<file path="src/rtl/riscv_pkg.sv">
// Shared fetch-stage definitions: NOP encoding, default reset PC and the
// fetch FSM state type.
package riscv_pkg;

    localparam int unsigned XLEN = 32;

    // addi x0, x0, 0
    localparam logic [XLEN-1:0] NOP_INSTR        = 32'h0000_0013;
    localparam logic [XLEN-1:0] RESET_PC_DEFAULT = 32'h0000_0000;

    typedef enum logic {
        RUN  = 1'b0,
        HALT = 1'b1
    } fetch_state_e;

endpackage : riscv_pkg

</file>
<file path="src/rtl/if_id_reg.sv">
// IF/ID pipeline register with load / bubble / squash controls.
// Ports:
//   clk, reset      : clock, synchronous active-high reset
//   load            : capture pc_in / instr_in, mark valid
//   bubble          : mark invalid and replace the instruction with a NOP
//   squash          : mark invalid, leave the payload untouched
//   pc_in, instr_in : fetched PC and instruction word
//   valid, pc, pc_plus4, instr : registered IF/ID contents
// The controls are mutually exclusive by construction in the caller; with
// none asserted the register holds.
module if_id_reg
    import riscv_pkg::*;
(
    input  logic        clk,
    input  logic        reset,
    input  logic        load,
    input  logic        bubble,
    input  logic        squash,
    input  logic [31:0] pc_in,
    input  logic [31:0] instr_in,
    output logic        valid,
    output logic [31:0] pc,
    output logic [31:0] pc_plus4,
    output logic [31:0] instr
);

    always_ff @(posedge clk) begin
        if (reset) begin
            valid    <= 1'b0;
            pc       <= 32'h0;
            pc_plus4 <= 32'h0;
            instr    <= NOP_INSTR;
        end else if (load) begin
            valid    <= 1'b1;
            pc       <= pc_in;
            pc_plus4 <= pc_in + 32'd4;
            instr    <= instr_in;
        end else if (bubble) begin
            valid    <= 1'b0;
            instr    <= NOP_INSTR;
        end else if (squash) begin
            valid    <= 1'b0;
        end
    end

endmodule : if_id_reg

</file>
<file path="src/rtl/instruction_fetch.sv">
// PC generation and IF/ID stage in front of a combinational instruction
// memory. Sequential PC+4 fetch, EX redirects, stalls, and a sticky halt
// on misaligned or out-of-range fetch addresses.
// Ports:
//   clk, reset                      : clock, synchronous active-high reset
//   stall                           : hold PC, IF/ID and fetch count
//   redirect_valid, redirect_target : taken branch/jump from EX
//   imem_addr                       : fetch address (the PC register)
//   imem_instr                      : instruction returned this cycle
//   if_valid, if_pc, if_pc_plus4, if_instr : IF/ID register contents
//   fetch_fault, fault_pc           : sticky halt flag and offending address
//   fetch_count                     : instructions delivered into IF/ID
module instruction_fetch
    import riscv_pkg::*;
#(
    parameter logic [31:0] RESET_PC       = RESET_PC_DEFAULT,
    parameter int unsigned IMEM_ADDR_BITS = 16
) (
    input  logic        clk,
    input  logic        reset,
    input  logic        stall,
    input  logic        redirect_valid,
    input  logic [31:0] redirect_target,
    output logic [31:0] imem_addr,
    input  logic [31:0] imem_instr,
    output logic        if_valid,
    output logic [31:0] if_pc,
    output logic [31:0] if_pc_plus4,
    output logic [31:0] if_instr,
    output logic        fetch_fault,
    output logic [31:0] fault_pc,
    output logic [31:0] fetch_count
);

    // Address bits above the backed memory; any set bit is out of range.
    localparam logic [31:0] RANGE_MASK =
        (IMEM_ADDR_BITS >= 32) ? 32'h0 : ~((32'h1 << IMEM_ADDR_BITS) - 32'h1);

    fetch_state_e state_q, state_d;
    logic [31:0]  pc_q, pc_d;
    logic         fault_q, fault_d;
    logic [31:0]  fault_pc_q, fault_pc_d;
    logic [31:0]  count_q, count_d;
    logic         ifid_load, ifid_bubble, ifid_squash;
    logic         target_bad, pc_oor;

    assign target_bad = (redirect_target[1:0] != 2'b00) ||
                        ((redirect_target & RANGE_MASK) != 32'h0);
    assign pc_oor     = (pc_q & RANGE_MASK) != 32'h0;

    // State and PC-side registers.
    always_ff @(posedge clk) begin
        if (reset) begin
            state_q    <= RUN;
            pc_q       <= RESET_PC;
            fault_q    <= 1'b0;
            fault_pc_q <= 32'h0;
            count_q    <= 32'h0;
        end else begin
            state_q    <= state_d;
            pc_q       <= pc_d;
            fault_q    <= fault_d;
            fault_pc_q <= fault_pc_d;
            count_q    <= count_d;
        end
    end

    // Next-state and IF/ID control, in per-cycle priority order.
    always_comb begin
        state_d     = state_q;
        pc_d        = pc_q;
        fault_d     = fault_q;
        fault_pc_d  = fault_pc_q;
        count_d     = count_q;
        ifid_load   = 1'b0;
        ifid_bubble = 1'b0;
        ifid_squash = 1'b0;

        case (state_q)
            RUN: begin
                if (redirect_valid) begin
                    if (target_bad) begin
                        state_d     = HALT;
                        fault_d     = 1'b1;
                        fault_pc_d  = redirect_target;
                        ifid_squash = 1'b1;
                    end else begin
                        // Redirect overrides stall and leaves one bubble.
                        pc_d        = redirect_target;
                        ifid_bubble = 1'b1;
                    end
                end else if (stall) begin
                    // Everything holds.
                end else if (pc_oor) begin
                    state_d     = HALT;
                    fault_d     = 1'b1;
                    fault_pc_d  = pc_q;
                    ifid_squash = 1'b1;
                end else begin
                    ifid_load = 1'b1;
                    pc_d      = pc_q + 32'd4;
                    count_d   = count_q + 32'd1;
                end
            end
            HALT: begin
                // Only reset leaves HALT; stall and redirect are ignored.
                fault_d     = 1'b1;
                ifid_squash = 1'b1;
            end
        endcase
    end

    if_id_reg u_if_id_reg (
        .clk      (clk),
        .reset    (reset),
        .load     (ifid_load),
        .bubble   (ifid_bubble),
        .squash   (ifid_squash),
        .pc_in    (pc_q),
        .instr_in (imem_instr),
        .valid    (if_valid),
        .pc       (if_pc),
        .pc_plus4 (if_pc_plus4),
        .instr    (if_instr)
    );

    assign imem_addr   = pc_q;
    assign fetch_fault = fault_q;
    assign fault_pc    = fault_pc_q;
    assign fetch_count = count_q;

endmodule : instruction_fetch
</file>
<file path="config.mk">
export PLATFORM = sky130hd
export DESIGN_NAME = instruction_fetch
export DESIGN_NICKNAME = d
export VERILOG_FILES = /design/src/rtl/riscv_pkg.sv /design/src/rtl/if_id_reg.sv /design/src/rtl/instruction_fetch.sv
export SDC_FILE = /design/constraint.sdc
export NUM_CORES = 1
export LEC_CHECK = 0
export CAP_MARGIN = 20
export CORE_AREA = 2 2 133 135
export DETAILED_ROUTE_END_ITERATION = 8
export DIE_AREA = 0 0 135 137
export MAX_ROUTING_LAYER = met4
export PLACE_DENSITY = 0.84
export SKIP_LAST_GASP = 1
export SLEW_MARGIN = 20
export SYNTH_ARGS = -nofsm -noshare
export SYNTH_HDL_FRONTEND = slang
export SYNTH_SLANG_ARGS = --single-unit
</file>
<file path="constraint.sdc">
create_clock -name clk -period 2.35 [get_ports clk]
set_input_delay 0.47 -clock clk [delete_from_list [all_inputs] [get_ports clk]]
set_output_delay 0.47 -clock clk [all_outputs]
set_load 0.01 [all_outputs]
</file>
==> impl_metrics.env <==
export IMPL_clk_pin_slew_ns=0.07
export IMPL_antenna_found_initial=2
export IMPL_period_needed_ns=2.22
export IMPL_cts_root_buffer="clkbuf_16"
export IMPL_fin_cells=1356
export IMPL_worstSetupPathType="reg -> reg"
export IMPL_relSlewSlack_pct=58.9
export IMPL_p_sw_share_pct=24.5
export IMPL_timing_final_hold_violations=0
export IMPL_pwr_share_seq_pct=49.1
export IMPL_outcome="complete, no violations"
export IMPL_post_route_period_util_pct=94.3
export IMPL_final_common_cell="clkdlybuf4s50_1"
export IMPL_p_leak_nw=4.05
export IMPL_cp_start_kind="flip-flop"
export IMPL_viasPerCell=5.49
export IMPL_hold_depth=2
export IMPL_finClkSkew_ns=0.0101
export IMPL_fillers=1415
export IMPL_syn_num_nets=929
export IMPL_power_mw=6.98
export IMPL_async_flop_share_pct=0
export IMPL_ys_types=50
export IMPL_hold_class="in -> reg"
export IMPL_switchingPower_mw=1.71
export IMPL_htreeDepth=4
export IMPL_die_y_um=137
export IMPL_reg2reg_to="u_if_id_reg.pc_plus4[4]"
export IMPL_cts_buffers=17
export IMPL_vias=7451
export IMPL_fin_area_um2=11200
export IMPL_dp_hpwl_um=17000
export IMPL_p_int_mw=5.27
export IMPL_max_freq_ghz=0.451
export IMPL_drtAntennaViolNets=0
export IMPL_crit_path_end_kind="flip-flop"
export IMPL_rsz0062_at_grt="false"
export IMPL_syn_to_final_growth_pct=47.5
export IMPL_synth_seq_area_share_pct=50.9
export IMPL_drt_wl_total_um=23800
export IMPL_cts_sinks=193
export IMPL_postSynthCellCount=859
export IMPL_path_max_fanout=25
export IMPL_placed_cells=1323
export IMPL_insertion_delay_ns=0.43
export IMPL_worst_r2r_setup_slack_ns=0.13
export IMPL_holdPathEnd="fetch_count[22]"
export IMPL_die_width_um=135
export IMPL_power_density_nw_per_um2=624
export IMPL_most_common_layout_cells="260 x clkdlybuf4s50_1, 193 x dfxtp_1, 83 x nand2_1"
export IMPL_reg2reg_from="imem_addr[26]"
export IMPL_drc=0
export IMPL_arrival_ns=2.55
export IMPL_tightestPinTransition_ns=0.613
export IMPL_wl_met3_um=1540
export IMPL_ff2ff_path_depth=7
export IMPL_fp_row_count=48
export IMPL_start_util_pct=44.5
export IMPL_die_area_um2=18500
export IMPL_p_comb_share_pct=11.2
export IMPL_max_stage_delay_ns=0.37
export IMPL_wl_met2_um=11400
export IMPL_drt_met1_wl_um=10200
export IMPL_gp_congestion=0.893
export IMPL_min_from="reset"
export IMPL_worstPathRequired_ns=2.68
export IMPL_fin_nets=1187
export IMPL_critical_path_cell_chain="nor4_1, and4_1, and2_4, buf_4, buf_6, nor2_1, a211oi_1"
export IMPL_place_area_um2=10600
export IMPL_synth_area_um2=7580
export IMPL_syn_area_per_cell_um2=8.83
export IMPL_setup_ws_ns=0.134
export IMPL_p_clk_share_pct=39.7
export IMPL_cts_buffer_depth=2
export IMPL_drt_iter0_markers=499
export IMPL_coreArea_um2=17100
export IMPL_wire_per_inst_um=17.6
export IMPL_highest_layer="met4"
export IMPL_grt_use_total_pct=25.8
export IMPL_ys_ff_latch=193
export IMPL_cpMaxStageDelayCell="and4_1"
export IMPL_grt_pass1_vias=7131
export IMPL_hold_ws_ns=0.366
export IMPL_grt_overflow_total=0
export IMPL_grt_max_degree=98
export IMPL_dp_slack_ns=-0.273
export IMPL_dr_pass1_iters=5
export IMPL_cts_tree="built"
export IMPL_drive_gt1_share_pct=9.03
export IMPL_maxCapViolations=0
export IMPL_grt_pass1_wl_um=36600
export IMPL_ys_warn_count=0
export IMPL_synth_edff_count=0
export IMPL_port_buffers=261
export IMPL_ios=262
export IMPL_setup_viol=0
export IMPL_ir_drop_mv=0.505
export IMPL_slew_viol_final=0
export IMPL_synth_top_flop_cell="dfxtp_1"
## registers in the layout, summed over array words and instances (netlist names)
| signal | flops |
|---|---|
| u_if_id_reg.pc_plus4 | 30 |
| u_if_id_reg.valid | 1 |
| fetch_fault | 1 |
| u_if_id_reg.instr | 32 |
| fetch_count | 32 |
| fault_pc | 32 |
| state_q | 1 |
| u_if_id_reg.pc | 32 |
| imem_addr | 32 |
## worst max-delay path by stage
stage                                    from                       to  slack [ns]  cells after the start
after floorplan           redirect_target[21]             imem_addr[6]        0.43                      6
after global placement         redirect_valid            imem_addr[31]       -0.20                      7
after detailed placement       redirect_valid            imem_addr[19]       -0.27                      7
after CTS                       imem_addr[26]  u_if_id_reg.pc_plus4[4]        0.07                      7
after global routing      redirect_target[26]             imem_addr[7]        0.04                      8
final                           imem_addr[26]  u_if_id_reg.pc_plus4[4]        0.13                      7
## layout make-up
class | count | area (µm²) | area share [%]
diodes | 2 | 5.00 | 0.0447
clock buffers | 21 | 450 | 4.03
clock inverters | 10 | 105 | 0.939
inverters | 8 | 30.0 | 0.268
multi-input cells | 580 | 3350 | 30.0
flip-flops and latches | 193 | 3860 | 34.5
well taps | 225 | 282 | 2.52
repair buffers | 317 | 3100 | 27.7
## worst max-delay path: cells and delay by family, from the launching register on
kind | cells | cell delay (ns)
buffers and inverters | 2 | 0.57
AOI/OAI and AO/OA | 1 | 0.22
and+or+nand+nor | 4 | 0.98
DFF | 1 | 0.34
## synth_stat cells, types with 3 or more instances
library cell	number	area share, %
a211oi_1	12	1.2
a21o_1	3	0.30
a21oi_1	77	5.1
a22oi_1	3	0.30
a31o_2	3	0.35
a32o_1	5	0.66
and2_1	18	1.5
and3_1	42	3.5
and4_1	6	0.69
buf_1	5	0.25
buf_2	11	0.73
buf_4	7	0.69
clkbuf_1	52	2.6
dfxtp_1	193	51
inv_1	8	0.40
nand2_1	84	4.2
nand2b_1	8	0.66
nand3_1	48	3.2
nand4_1	11	0.91
nor2_1	73	3.6
nor2b_1	3	0.25
nor3_1	43	2.8
nor4_1	12	0.99
o21ai_0	10	0.66
o221ai_1	35	4.0
o22ai_1	4	0.33
o31ai_1	11	1.1
or3_1	11	0.91
or4_1	12	1.2
xnor2_1	7	0.81
xor2_1	16	1.8
## kinds of logic (layout without fill, tap and decap cells)
kind of cell / after synthesis / count (layout) / share of synthesized area [%]
AOI/OAI and AO/OA: 173 / 173 / 15.1
buffers and inverters: 86 / 356 / 5.03
adders and majority gates: 2 / 2 / 0.330
muxes: 3 / 3 / 0.412
other: 0 / 2 / 0
and+or+nand+nor: 379 / 379 / 25.6
DFF: 193 / 193 / 50.9
xor gates and xnor gates: 23 / 23 / 2.66
## through the flow
stage	util (%)	setup TNS, ns
CTS	65.5	0
global placement	62.3	-6.26
detailed placement	62.3	-9.87
floorplan	-	0
global route	65.6	0
finish	65.6	0
## layer usage
layer | global-route usage, % | vias up
met5 | - | -
met4 | 10.4 | 0
met3 | 6.19 | 46
met2 | 41.1 | 264
met1 | 31.6 | 3534
li1 | - | 3607
## timing repair
action | CTS | global route
resized for setup | 0 | 1
hold buffers | 0 | 0
endpoints found under the setup margin | 0 | 2
setup buffers | 0 | 0
## power by group through the flow
| stage | Clock, mW | Combinational, mW | Sequential [mW] |
|---|---|---|---|
| after floorplan | 0 | 0.289 | 3.54 |
| after global placement | 0 | 0.766 | 3.50 |
| after detailed placement | 0 | 0.777 | 3.50 |
| after CTS | 2.81 | 0.782 | 3.43 |
| after global routing | 2.92 | 0.839 | 3.44 |
| final | 2.77 | 0.784 | 3.43 |
Power figures use the tool's default switching activity.
